**src/rtl/l2_mem_req_ctrl.sv**
```systemverilog
`default_nettype none
// ============================================================================
// Module   : l2_mem_req_ctrl
// Brief    : Single-outstanding request controller between an L2 cache and
//            main memory. It range-checks the address, issues one memory
//            request, times it out, and drains a stale memory ready.
// Revision : 1.0 - initial release
// ============================================================================
module l2_mem_req_ctrl #(
  parameter int ADDR_W    = 32,
  parameter int DATA_W    = 64,
  parameter int MEM_DEPTH = 65536,
  parameter int TIMEOUT   = 255
) (
  input  logic              clk,
  input  logic              rst_n,
  input  logic              l2_req_valid,
  input  logic              l2_req_rw,
  input  logic [ADDR_W-1:0] l2_req_addr,
  input  logic [DATA_W-1:0] l2_req_wdata,
  output logic              l2_req_ready,
  output logic              l2_resp_valid,
  output logic [DATA_W-1:0] l2_resp_rdata,
  output logic              l2_resp_err,
  output logic              mem_req_valid,
  output logic              mem_req_rw,
  output logic [ADDR_W-1:0] mem_addr,
  output logic [DATA_W-1:0] main_memory_data_from_l2,
  input  logic              mem_req_ready,
  input  logic [DATA_W-1:0] main_memory_data_o
);

  localparam logic [1:0] c_IDLE  = 2'd0;
  localparam logic [1:0] c_ISSUE = 2'd1;
  localparam logic [1:0] c_RESP  = 2'd2;
  localparam logic [1:0] c_DRAIN = 2'd3;

  // Counter is sized for the largest legal TIMEOUT (1023).
  localparam logic [9:0]      c_CNT_LAST = 10'(TIMEOUT - 1);
  // One extra bit so a depth equal to 2**ADDR_W is still representable.
  localparam logic [ADDR_W:0] c_DEPTH    = (ADDR_W + 1)'(MEM_DEPTH);

  logic [1:0]        r_state;
  logic [9:0]        r_cnt;
  logic              r_aerr;
  logic              r_mem_valid;
  logic              r_mem_rw;
  logic [ADDR_W-1:0] r_mem_addr;
  logic [DATA_W-1:0] r_mem_wdata;
  logic              r_resp_valid;
  logic [DATA_W-1:0] r_resp_rdata;
  logic              r_resp_err;

  logic w_accept;
  logic w_addr_bad;
  logic w_done;
  logic w_tmo;

  assign w_accept   = l2_req_valid && (r_state == c_IDLE);
  assign w_addr_bad = ({1'b0, l2_req_addr} >= c_DEPTH);
  // Memory completion wins over a timeout landing in the same cycle.
  assign w_done     = (r_state == c_ISSUE) && mem_req_ready;
  assign w_tmo      = (r_state == c_ISSUE) && !mem_req_ready && (r_cnt == c_CNT_LAST);

  assign l2_req_ready             = (r_state == c_IDLE);
  assign l2_resp_valid            = r_resp_valid;
  assign l2_resp_rdata            = r_resp_rdata;
  assign l2_resp_err              = r_resp_err;
  assign mem_req_valid            = r_mem_valid;
  assign mem_req_rw               = r_mem_rw;
  assign mem_addr                 = r_mem_addr;
  assign main_memory_data_from_l2 = r_mem_wdata;

  // State sequencing and the ISSUE cycle counter.
  always_ff @(posedge clk or negedge rst_n) begin
    if (!rst_n) begin
      r_state <= c_IDLE;
      r_cnt   <= 10'd0;
      r_aerr  <= 1'b0;
    end else begin
      case (r_state)
        c_IDLE: begin
          if (w_accept) begin
            r_cnt   <= 10'd0;
            r_aerr  <= w_addr_bad;
            r_state <= w_addr_bad ? c_RESP : c_ISSUE;
          end
        end
        c_ISSUE: begin
          r_cnt <= r_cnt + 10'd1;
          if (w_done || w_tmo) begin
            r_state <= c_RESP;
          end
        end
        c_RESP: begin
          // An address error never touched memory, so there is nothing to drain.
          r_state <= r_aerr ? c_IDLE : c_DRAIN;
        end
        c_DRAIN: begin
          // Wait out the ready still held from the finished request.
          if (!mem_req_ready) begin
            r_state <= c_IDLE;
          end
        end
        default: r_state <= c_IDLE;
      endcase
    end
  end

  // Registered memory-side request and L2-side response outputs.
  always_ff @(posedge clk or negedge rst_n) begin
    if (!rst_n) begin
      r_mem_valid  <= 1'b0;
      r_mem_rw     <= 1'b0;
      r_mem_addr   <= '0;
      r_mem_wdata  <= '0;
      r_resp_valid <= 1'b0;
      r_resp_rdata <= '0;
      r_resp_err   <= 1'b0;
    end else begin
      r_resp_valid <= 1'b0;
      if (w_accept) begin
        r_mem_rw    <= l2_req_rw;
        r_mem_addr  <= l2_req_addr;
        r_mem_wdata <= l2_req_wdata;
        r_mem_valid <= !w_addr_bad;
        if (w_addr_bad) begin
          r_resp_valid <= 1'b1;
          r_resp_err   <= 1'b1;
          r_resp_rdata <= '0;
        end
      end else if (w_done) begin
        r_mem_valid  <= 1'b0;
        r_resp_valid <= 1'b1;
        r_resp_err   <= 1'b0;
        r_resp_rdata <= r_mem_rw ? '0 : main_memory_data_o;
      end else if (w_tmo) begin
        r_mem_valid  <= 1'b0;
        r_resp_valid <= 1'b1;
        r_resp_err   <= 1'b1;
        r_resp_rdata <= '0;
      end
    end
  end

endmodule
`default_nettype wire
```
**config.mk**
```make
export PLATFORM = sky130hd
export DESIGN_NAME = l2_mem_req_ctrl
export DESIGN_NICKNAME = d
export VERILOG_FILES = /design/src/rtl/l2_mem_req_ctrl.sv
export SDC_FILE = /design/constraint.sdc
export NUM_CORES = 1
export LEC_CHECK = 0
export CORE_UTILIZATION = 45
export CTS_CLUSTER_DIAMETER = 40
export DETAILED_ROUTE_END_ITERATION = 8
export PLACE_DENSITY = 0.86
export SETUP_SLACK_MARGIN = 0.05
export SLEW_MARGIN = 20
export SYNTH_ARGS = -nofsm -noshare
export SYNTH_HDL_FRONTEND = slang
export SYNTH_SLANG_ARGS = --single-unit
export TNS_END_PERCENT = 100
```
**constraint.sdc**
```tcl
create_clock -name clk -period 3.6 [get_ports clk]
set_clock_uncertainty 0.05 [all_clocks]
set_input_delay 0.72 -clock clk [delete_from_list [all_inputs] [get_ports clk]]
set_output_delay 0.72 -clock clk [all_outputs]
set_load 0.01 [all_outputs]
```
## Yosys cells after proc, flatten, opt, wreduce, memory -nomap -nowiden

Index checks and enable logic that the tools add are counted.

- Logic and storage cells: 58
- Output and inout bits: 165
- Flip-flop bits (word level): 177
- Bits of input ports: 165

- Magnitude comparators: 1
- Reductions and logical operators: 14
- Eq/ne operators: 8
- $add $sub $neg: 1
- Muxes and demuxes: 24

Operator list:

| operator | number |
|---|---|
| $mux W64 | 5 |
| $ge A32 B17 Y1 const B | 1 |
| $pmux W10 S2 | 1 |
| $mux W1 | 11 |
| $add A10 B1 Y10 const B | 1 |
| $eq A10 B8 Y1 const B | 1 |
| $mux W10 | 1 |
| $mux W2 | 5 |
| $pmux W2 S4 | 1 |
| $ne A2 B1 Y1 const B | 3 |
| $reduce_and A2 Y1 | 3 |
| $eq A2 B2 Y1 const B | 2 |
| $logic_and A1 B1 Y1 | 4 |
| $reduce_and A3 Y1 | 1 |
| $reduce_bool A3 Y1 | 1 |
| $eq A2 B1 Y1 const B | 1 |
| $logic_not A1 Y1 | 2 |
| $logic_not A2 Y1 | 1 |
| $ne A2 B2 Y1 const B | 1 |
| $reduce_bool A2 Y1 | 1 |
| $logic_or A1 B1 Y1 | 1 |

## Logic depth before layout (Yosys ltp)

Gate-level depths: netlist (run 1).

- Word-level depth: 6
- Gate-level depth with buffers: 7
- Gate-level depth less buffers: 5

## Worst setup path after synthesis (run 1)

Ideal clock, no wire load.

- Path type: input-to-reg
- Start point: input l2_req_addr[30]
- End point: register r_state[1]
- Library setup time: 0.126 ns
- Setup slack: 1.527 ns
- Data required time: 3.424 ns
- Path buffers: 1
- Stages on the path: 5
- Arrival: 1.897 ns
- Cell sequence: or4_1 -> nor2_2 -> clkbuf_1 -> and2_1 -> o21ai_0

- Longest elaborated chain between the ends: 4

Ends and longest elaborated chain:

| element | RTL line | RTL |
|---|---|---|
| start: declaration | 19 | `input logic [ADDR_W-1:0] l2_req_addr,` |
| $ge A32 B17 Y1 | 60 | `assign w_addr_bad = ({1'b0, l2_req_addr} >= c_DEPTH);` |
| $mux W2 | 86 | `r_state <= w_addr_bad ? c_RESP : c_ISSUE;` |
| $mux W2 | 83 | `if (w_accept) begin` |
| $pmux W2 S4 | 81 | `case (r_state)` |
| end signal: assignment | 86 |  |
| end signal: assignment | 92 | `r_state <= c_RESP;` |
| end signal: assignment | 97 | `r_state <= r_aerr ? c_IDLE : c_DRAIN;` |
| end: declaration | 43 | `logic [1:0] r_state;` |

No other way between the ends. The select of a mux whose other input is x is not followed.
A chain may end at the register's enable or synchronous reset.

## Worst setup path after layout (run 1)

- Start point: register r_state[1]
- End point: output l2_req_ready

- Longest elaborated chain between the ends: 1

Ends and longest elaborated chain:

| element | RTL line | RTL |
|---|---|---|
| start signal: assignment | 77 | `r_state <= c_IDLE;` |
| start signal: assignment | 86 |  |
| start signal: assignment | 92 |  |
| $logic_not A2 Y1 | 65 | `assign l2_req_ready = (r_state == c_IDLE);` |
| end: declaration | 21 | `output logic l2_req_ready,` |

No other way between the ends.

==> metrics.csv, run 1 <==
stage,metric,value,unit
grt,pin count of the biggest net entering global routing,82,
finish,Layout fillers,1075,
placed_design,Post-Place Worst Slack,0.7764,ns
logic_synthesis,library cells used by synthesis,35,
clock_network,TritonCTS clock tree,yes,
floorplan,Die Area,16540,um^2
timing,Post-Route Setup TNS,0,ns
logic_synthesis,Yosys reg bits,177,
logic_synthesis,yosys warns,0,
critical_path,Crit path largest cell delay,0.70,ns
timing,final setup margin,1.037,ns
clock_network,Clock Latency Late Sink,0.41,ns
run,MaxCap Viol Count,0,
critical_path,family with the most delay on the worst path,buffers and inverters,
timing,Finish-stage setup viols,0,
finish,fin nets,1195,
logic_synthesis,Synth async-reset ratio,1.000,
routing,routed wire length,21350,um
critical_path,WP buf/inv,1,
logic_synthesis,Post-synth EDFFs,0,
finish,ANT cells,0,
routing,routed len/inst,17.07,um
timing,Peak Freq,390.2,MHz
routing,vias per cell,5.149,
pwr,leak pwr,5.513,nW
timing,Final Critical Period,2.563,ns
routing,"antenna viol nets, final",0,
placed_design,DP HPWL,14650,um
timing,max-slew violations,0,
clock_network,cts repair resizes,0,
finish,fin cells,1251,
floorplan,die height,128.6,um
floorplan,Die X,128.6,um
critical_path,"Cell Chain, Critical Path",nor2_1 > clkdlybuf4s50_1,
logic_synthesis,Post-Syn Nets,888,
routing,DRC violations left,0,
grt,global-route wire length before repair,32770,um
clock_network,"Hold-fix buffers, CTS",0,
grt,initial antenna violation count,0,
logic_synthesis,Mapped Cells,721,
finish,ratio of cells with drive above 1 in the final layout,0.04519,
placed_design,Placer Congestion,0.7950,
critical_path,CP arrival,1.79,ns
floorplan,Core Footprint,15430,um^2
placed_design,Cells after DPL,1220,
critical_path,crit path max-delay cell type,clkdlybuf4s50_1,
grt,vias in the first global route,6207,
critical_path,critical path class,register to primary output,
pwr,Worst VDD drop,0.0003332,V
grt,gr ovfl total,0,
clock_network,number of H-tree levels,4,
clock_network,"Clk pin slew, worst setup/hold paths",0.06,ns
floorplan,I/O pins,330,
clock_network,Sink Count,177,
min_path,Worst Hold Class,input port to asynchronous set/reset pin,
grt,GR Util All Layers,0.2585,
critical_path,CP max FO,5,
clock_network,Num CTS Buffers,17,
placed_design,Port Buffers,329,
routing,initial DRC count,431,
critical_path,CP Capture Type,primary output,
finish,synthesis-to-finish area growth,56.38,%
floorplan,# rows,45,
logic_synthesis,register area share after synthesis,0.6142,
timing,unrepaired setup endpoints after global routing,false,
critical_path,CP required,2.83,ns
timing,worst slew pin tran,0.7908,ns
clock_network,clock root buffer,clkbuf_16,
routing,detailed-route via count,6441,
timing,period utilization,0.7119,
clock_network,Clock Path Buffers,2,
floorplan,initial core utilization,0.4675,
routing,iteration count of the initial detailed-routing pass,7,
timing,Slew HR,0.4728,
clock_network,setup bufs post-CTS,0,
timing,Fin. Hold Viols,0,
critical_path,Setup crit start kind,register,
logic_synthesis,syn avg cell area,10.00,um^2
logic_synthesis,ys flop type,dfrtp_1,
status,status,"complete, no violations",
pwr,PwrDens,432.9,nW/um^2
logic_synthesis,Syn Std Cell Area,7212,um^2
-- power breakdown --
| part | internal (mW) | switching [mW] | leakage (nW) |
|---|---|---|---|
| sequential | 2.14 | 0.0803 | 2.30 |
| combinational | 0.489 | 0.388 | 2.93 |
| clock | 1.04 | 0.739 | 0.285 |
| total | 3.68 | 1.21 | 5.51 |
-- sequential cells by signal, summed over array words and instances, names as in the netlist --
register,flops
mem_req_valid,1
l2_resp_valid,1
mem_addr,32
l2_resp_rdata,64
mem_req_rw,1
r_cnt,10
main_memory_data_from_l2,64
r_state,2
r_aerr,1
l2_resp_err,1
-- per-stage QoR --
stage | hold WS, ns | area, um^2 | total power, mW | util
floorplan | 0.3744 | 7212 | 2.522 | -
global placement | 0.4057 | 10700 | 3.121 | 0.6937
detailed placement | 0.4114 | 10700 | 3.145 | 0.6937
CTS | 0.3180 | 11280 | 4.932 | 0.7311
global route | 0.3553 | 11280 | 5.092 | 0.7311
finish | 0.2859 | 11280 | 4.883 | 0.7311
-- cell type report --
cell class / count / area (um^2) / share of cell area
Inverter: 3 / 11.26 / 0.0009984
Timing Repair Buffer: 339 / 3432 / 0.3043
Tap cell: 211 / 264.0 / 0.02341
Multi-Input combinational cell: 490 / 2565 / 0.2274
Clock inverter: 8 / 78.83 / 0.006989
Clock buffer: 23 / 498.0 / 0.04415
Sequential cell: 177 / 4429 / 0.3927
-- cell families (layout without fill, tap and decap cells) --
kind of cell / after synthesis / count (layout) / share of synthesized area
flip-flops: 177 / 177 / 0.6142
AO/OA/AOI/OAI: 88 / 88 / 0.1088
multiplexers: 1 / 1 / 0.001388
AND/OR/NAND/NOR: 398 / 398 / 0.2373
XOR/XNOR: 1 / 1 / 0.001215
buffers and inverters: 54 / 373 / 0.03366
adder cells (fa/ha/maj): 2 / 2 / 0.003469
-- per-layer routing --
| metal | wire (um) | track usage | vias to the layer above |
|---|---|---|---|
| met5 | 0 | 0 | - |
| met4 | 707 | 0.1163 | 0 |
| met3 | 1959 | 0.08399 | 38 |
| met2 | 10100 | 0.4162 | 277 |
| met1 | 8587 | 0.3186 | 3068 |
| li1 | - | - | 3058 |
-- cells in the mapped netlist, types with 2 or more instances --
library cell  instances  area (um^2)
buf_6                 3        33.78
nand3_1               3        15.01
nor2_2                2        12.51
dfrtp_1             177         4429
clkbuf_1             37        138.9
nor2_1                9        33.78
and2_1                4        25.02
nand2_1             303         1137
nand4_1               2        12.51
ha_1                  2        25.02
buf_4                 4        30.03
and3_1               67        419.2
a21oi_1               3        15.01
or4_1                 2        15.01
o21ai_0              12        60.06
a221o_1              64        640.6
buf_1                 5        18.77
buf_2                 2        10.01
inv_1                 3        11.26
nor4_1                2        12.51
-- cells in the final DEF, fill, tap and decap left out, types with 2 or more instances in the layout --
cell	Yosys	final
clkbuf_8	0	5
or4_1	2	2
clkinv_4	0	3
buf_12	0	5
dfrtp_1	177	177
nand2_1	303	302
clkinv_2	0	3
ha_1	2	2
nor2_1	9	9
clkdlybuf4s50_1	0	328
a21oi_1	3	3
nand4_1	2	2
o21ai_0	12	12
and3_1	67	66
clkbuf_16	0	17
inv_1	3	3
nor2_4	0	2
and2_1	4	4
nand3_1	3	3
a221o_1	64	64
buf_4	4	5
nor4_1	2	2
-- final timing paths --
path / start / end / slack, ns / depth (start not counted)
worst max-delay path: r_state[1] / l2_req_ready / 1.04 / 2
worst min-delay path: rst_n / mem_addr[1] / 0.29 / 1
worst max register to register: r_state[0] / mem_addr[6] / 1.66 / 5
worst min register to register: main_memory_data_from_l2[46] / main_memory_data_from_l2[46] / 0.42 / 2
max in group asynchronous: rst_n / l2_resp_rdata[59] / 2.45 / 2
min in group clk: main_memory_data_from_l2[46] / main_memory_data_from_l2[46] / 0.42 / 2
Note: power is estimated with default switching activity, not from simulation.
==> run 2, diff against run 1 <==
--- a/config.mk
+++ b/config.mk
@@ -5,10 +5,10 @@
 export SDC_FILE = /design/constraint.sdc
 export NUM_CORES = 1
 export LEC_CHECK = 0
-export CORE_UTILIZATION = 45
+export CORE_UTILIZATION = 42
 export CTS_CLUSTER_DIAMETER = 40
 export DETAILED_ROUTE_END_ITERATION = 8
-export PLACE_DENSITY = 0.86
+export PLACE_DENSITY = 0.81
 export SETUP_SLACK_MARGIN = 0.05
 export SLEW_MARGIN = 20
 export SYNTH_ARGS = -nofsm -noshare
==> constraint.sdc (replaced) <==
create_clock -name clk -period 2.5 [get_ports clk]
set_clock_uncertainty 0.05 [all_clocks]
set_input_delay 0.5 -clock clk [delete_from_list [all_inputs] [get_ports clk]]
set_output_delay 0.5 -clock clk [all_outputs]
set_load 0.01 [all_outputs]
==> run 2 against run 1 <==
  * Routed wire length is 1.7% higher
  * Setup slack worse by 0.83 ns
  * Die area increased by 7.0%
  * Final area is 1.4% higher
  * Highest routed layer unchanged
  * Non-clock buffer count up 4
  * Clock power rose by 61%
  * Register-to-register slack lost 1.0 ns
  * Sequential cell count unchanged
  * Sequential share of layout area fell by 0.54 points
==> metrics.csv, run 2 (synthesized netlist as in run 1, its figures left out) <==
stage,metric,value,unit,change
grt,GR Util All Layers,0.2530,,was 0.2585
routing,DRC violations left,0,,unchanged
clock_network,number of H-tree levels,4,,unchanged
pwr,Net Switching,1.799,mW,was 1.208 mW
timing,worst slew pin tran,0.4404,ns,was 0.7908 ns
grt,pin count of the biggest net entering global routing,101,,was 82
critical_path,R2R cell count,5,,unchanged
clock_network,Num CTS Buffers,17,,unchanged
pwr,sequential power share,0.436,,was 0.456
critical_path,CP max FO,6,,was 5
routing,routed len/inst,17.16,um,was 17.07 um
finish,fin nets,1199,,"was 1,195"
timing,max-slew violations,0,,unchanged
placed_design,DP HPWL,14760,um,"was 14,650 um"
floorplan,I/O pins,330,,unchanged
critical_path,critical path class,register to primary output,,unchanged
timing,period utilization,0.9171,,
grt,gr ovfl total,0,,unchanged
critical_path,crit path launch,r_state[0],,was r_state[1]
min_path,Worst Hold Launch,main_memory_data_from_l2[45],,
finish,most frequent cells in the layout,"328 x clkdlybuf4s50_1, 302 x nand2_1, 177 x dfrtp_1",,unchanged
pwr,Logic pwr share,0.173,,was 0.180
timing,Final Critical Period,2.293,ns,
routing,uppermost layer routed,met4,,unchanged
timing,unrepaired setup endpoints after global routing,false,,unchanged
critical_path,"setup slack, reg-to-reg",0.66,ns,was 1.66 ns
clock_network,"Clk pin slew, worst setup/hold paths",0.07,ns,was 0.06 ns
critical_path,CP Capture Type,primary output,,unchanged
clock_network,Clock Latency Late Sink,0.42,ns,was 0.41 ns
grt,initial antenna violation count,0,,unchanged
timing,Fin. Hold Viols,0,,unchanged
critical_path,Setup crit start kind,register,,unchanged
timing,Finish-stage setup viols,0,,unchanged
clock_network,Clock Path Buffers,2,,unchanged
routing,initial DRC count,421,,was 431
floorplan,Core Footprint,16700,um^2,"was 15,430 um^2"
min_path,Hold Path End,main_memory_data_from_l2[45],,
min_path,Worst Hold Class,register to register,,was input port to asynchronous set/reset pin
placed_design,Port Buffers,329,,unchanged
timing,Peak Freq,436.1,MHz,
grt,global-route wire length before repair,34710,um,"was 32,770 um"
timing,Slew HR,0.7064,,was 0.4728
floorplan,die height,133.0,um,was 128.6 um
routing,iteration count of the initial detailed-routing pass,4,,was 7
finish,Layout fillers,1277,,"was 1,075"
critical_path,Crit Reg-Reg Startpoint,r_cnt[3],,was r_state[0]
routing,detailed-route via count,6475,,"was 6,441"
floorplan,Die Area,17700,um^2,"was 16,540 um^2"
placed_design,Placer Congestion,0.7873,,was 0.7950
floorplan,# rows,47,,was 45
floorplan,Die X,133.0,um,was 128.6 um
timing,Post-Route Setup TNS,0,ns,unchanged
critical_path,r2r endpoint,l2_resp_rdata[40],,was mem_addr[6]
routing,WL met2,10620,um,"was 10,100 um"
critical_path,CP arrival,1.74,ns,was 1.79 ns
finish,"most common cell after layout, fill and taps aside",clkdlybuf4s50_1,,unchanged
routing,vias per cell,5.115,,was 5.149
pwr,PwrDens,642.1,nW/um^2,was 432.9 nW/um^2
status,status,"complete, no violations",,unchanged
clock_network,clock root buffer,clkbuf_16,,unchanged
floorplan,initial core utilization,0.4318,,was 0.4675
timing,final setup margin,0.2072,ns,was 1.037 ns
grt,vias in the first global route,6435,,"was 6,207"
run,MaxCap Viol Count,0,,unchanged
routing,routed wire length,21720,um,"was 21,350 um"
pwr,Net Sw Frac,0.2450,,was 0.2473
pwr,Int Pwr,5.543,mW,was 3.675 mW
routing,Routed met3 length,1672,um,was 1959 um
pwr,Worst VDD drop,0.0004568,V,was 0.0003332 V
pwr,leak pwr,5.559,nW,was 5.513 nW
min_path,Hold Path Cell Cnt,2,,
finish,ratio of cells with drive above 1 in the final layout,0.04785,,was 0.04519
placed_design,Post-Place Worst Slack,0.08444,ns,was 0.7764 ns
finish,synthesis-to-finish area growth,58.55,%,was 56.38%
pwr,Clock power frac,0.390,,was 0.365
clock_network,TritonCTS clock tree,yes,,unchanged
routing,wl on met1,8972,um,was 8587 um
routing,"antenna viol nets, final",0,,unchanged
clock_network,Sink Count,177,,unchanged
critical_path,CP required,1.95,ns,was 2.83 ns
[run 2: cell count changes in the layout (fill, tap and decap cells not counted)]
cell           change
buf_12             +4
bufinv_16          +3
clkbuf_8           -3
clkinv_2           -3
clkinv_4           -3
clkinvlp_4         +3
inv_6              +3
buf_4              -1
clkbuf_1           +1
diode_2            +1
dlygate4sd3_1      +1
[run 2: area by class of cell]
type                            count  area [um^2]  area share
Sequential cell                   177         4429      0.3874
Timing Repair Buffer              343         3515      0.3074
Multi-Input combinational cell    490         2565      0.2243
Clock buffer                       21        460.4     0.04027
Tap cell                          220        275.3     0.02407
Clock inverter                     11        176.4     0.01543
Inverter                            3        11.26   0.0009848
Antenna cell                        1        2.502   0.0002188
[run 2: how the worst max path moves through the flow]
| stage | end | slack, ns |
|---|---|---|
| after CTS | l2_req_ready | 0.18 |
| after global placement | l2_resp_rdata[51] | 0.14 |
| after floorplan | r_state[1] | 0.65 |
| after global routing | l2_req_ready | 0.14 |
| final | l2_req_ready | 0.21 |
| after detailed placement | l2_resp_rdata[53] | 0.08 |
[run 2: what timing repair did]
action,CTS,global route
hold buffers,1,0
gates resized for setup,0,0
buffers inserted,0,0
hold endpoints to repair,33,0
[run 2: power groups by stage]
stage	clock network (mW)	logic (mW)	registers (mW)
CTS	2.92	1.29	3.20
finish	2.87	1.27	3.20
floorplan	0	0.270	3.36
global placement	0	1.26	3.24
detailed placement	0	1.29	3.25
global route	3.02	1.38	3.23
[run 2: critical path, stage by stage, from the launching register on]
cell             delay (ns)
dfrtp_1                0.43
nor2_1                 0.25
clkdlybuf4s50_1        0.65
[run 2: per-layer routing]
metal,GRT usage,vias to the layer above
met4,0.09579,0
li1,-,3076
met3,0.07165,29
met5,0,-
met1,0.3182,3091
met2,0.4136,279
[run 2: per-stage QoR]
stage	cell area [um^2]	utilization	total power, mW	instances	hold WS, ns
floorplan	7212	-	3.632	721	0.1544
global placement	10790	0.6458	4.505	1232	0.3785
detailed placement	10790	0.6458	4.541	1232	0.3777
CTS	11430	0.6845	7.414	1265	0.4266
global route	11430	0.6845	7.634	1265	0.4363
finish	11430	0.6847	7.342	1266	0.4215
==> run 3, diff against run 2 <==
--- a/config.mk
+++ b/config.mk
@@ -6,7 +6,7 @@
 export NUM_CORES = 1
 export LEC_CHECK = 0
 export CORE_UTILIZATION = 42
-export CTS_CLUSTER_DIAMETER = 40
+export CTS_CLUSTER_DIAMETER = 150
 export DETAILED_ROUTE_END_ITERATION = 8
 export PLACE_DENSITY = 0.81
 export SETUP_SLACK_MARGIN = 0.05
==> results of run 3 <==
Final layout, timing and power as in run 2 (identical DEF).
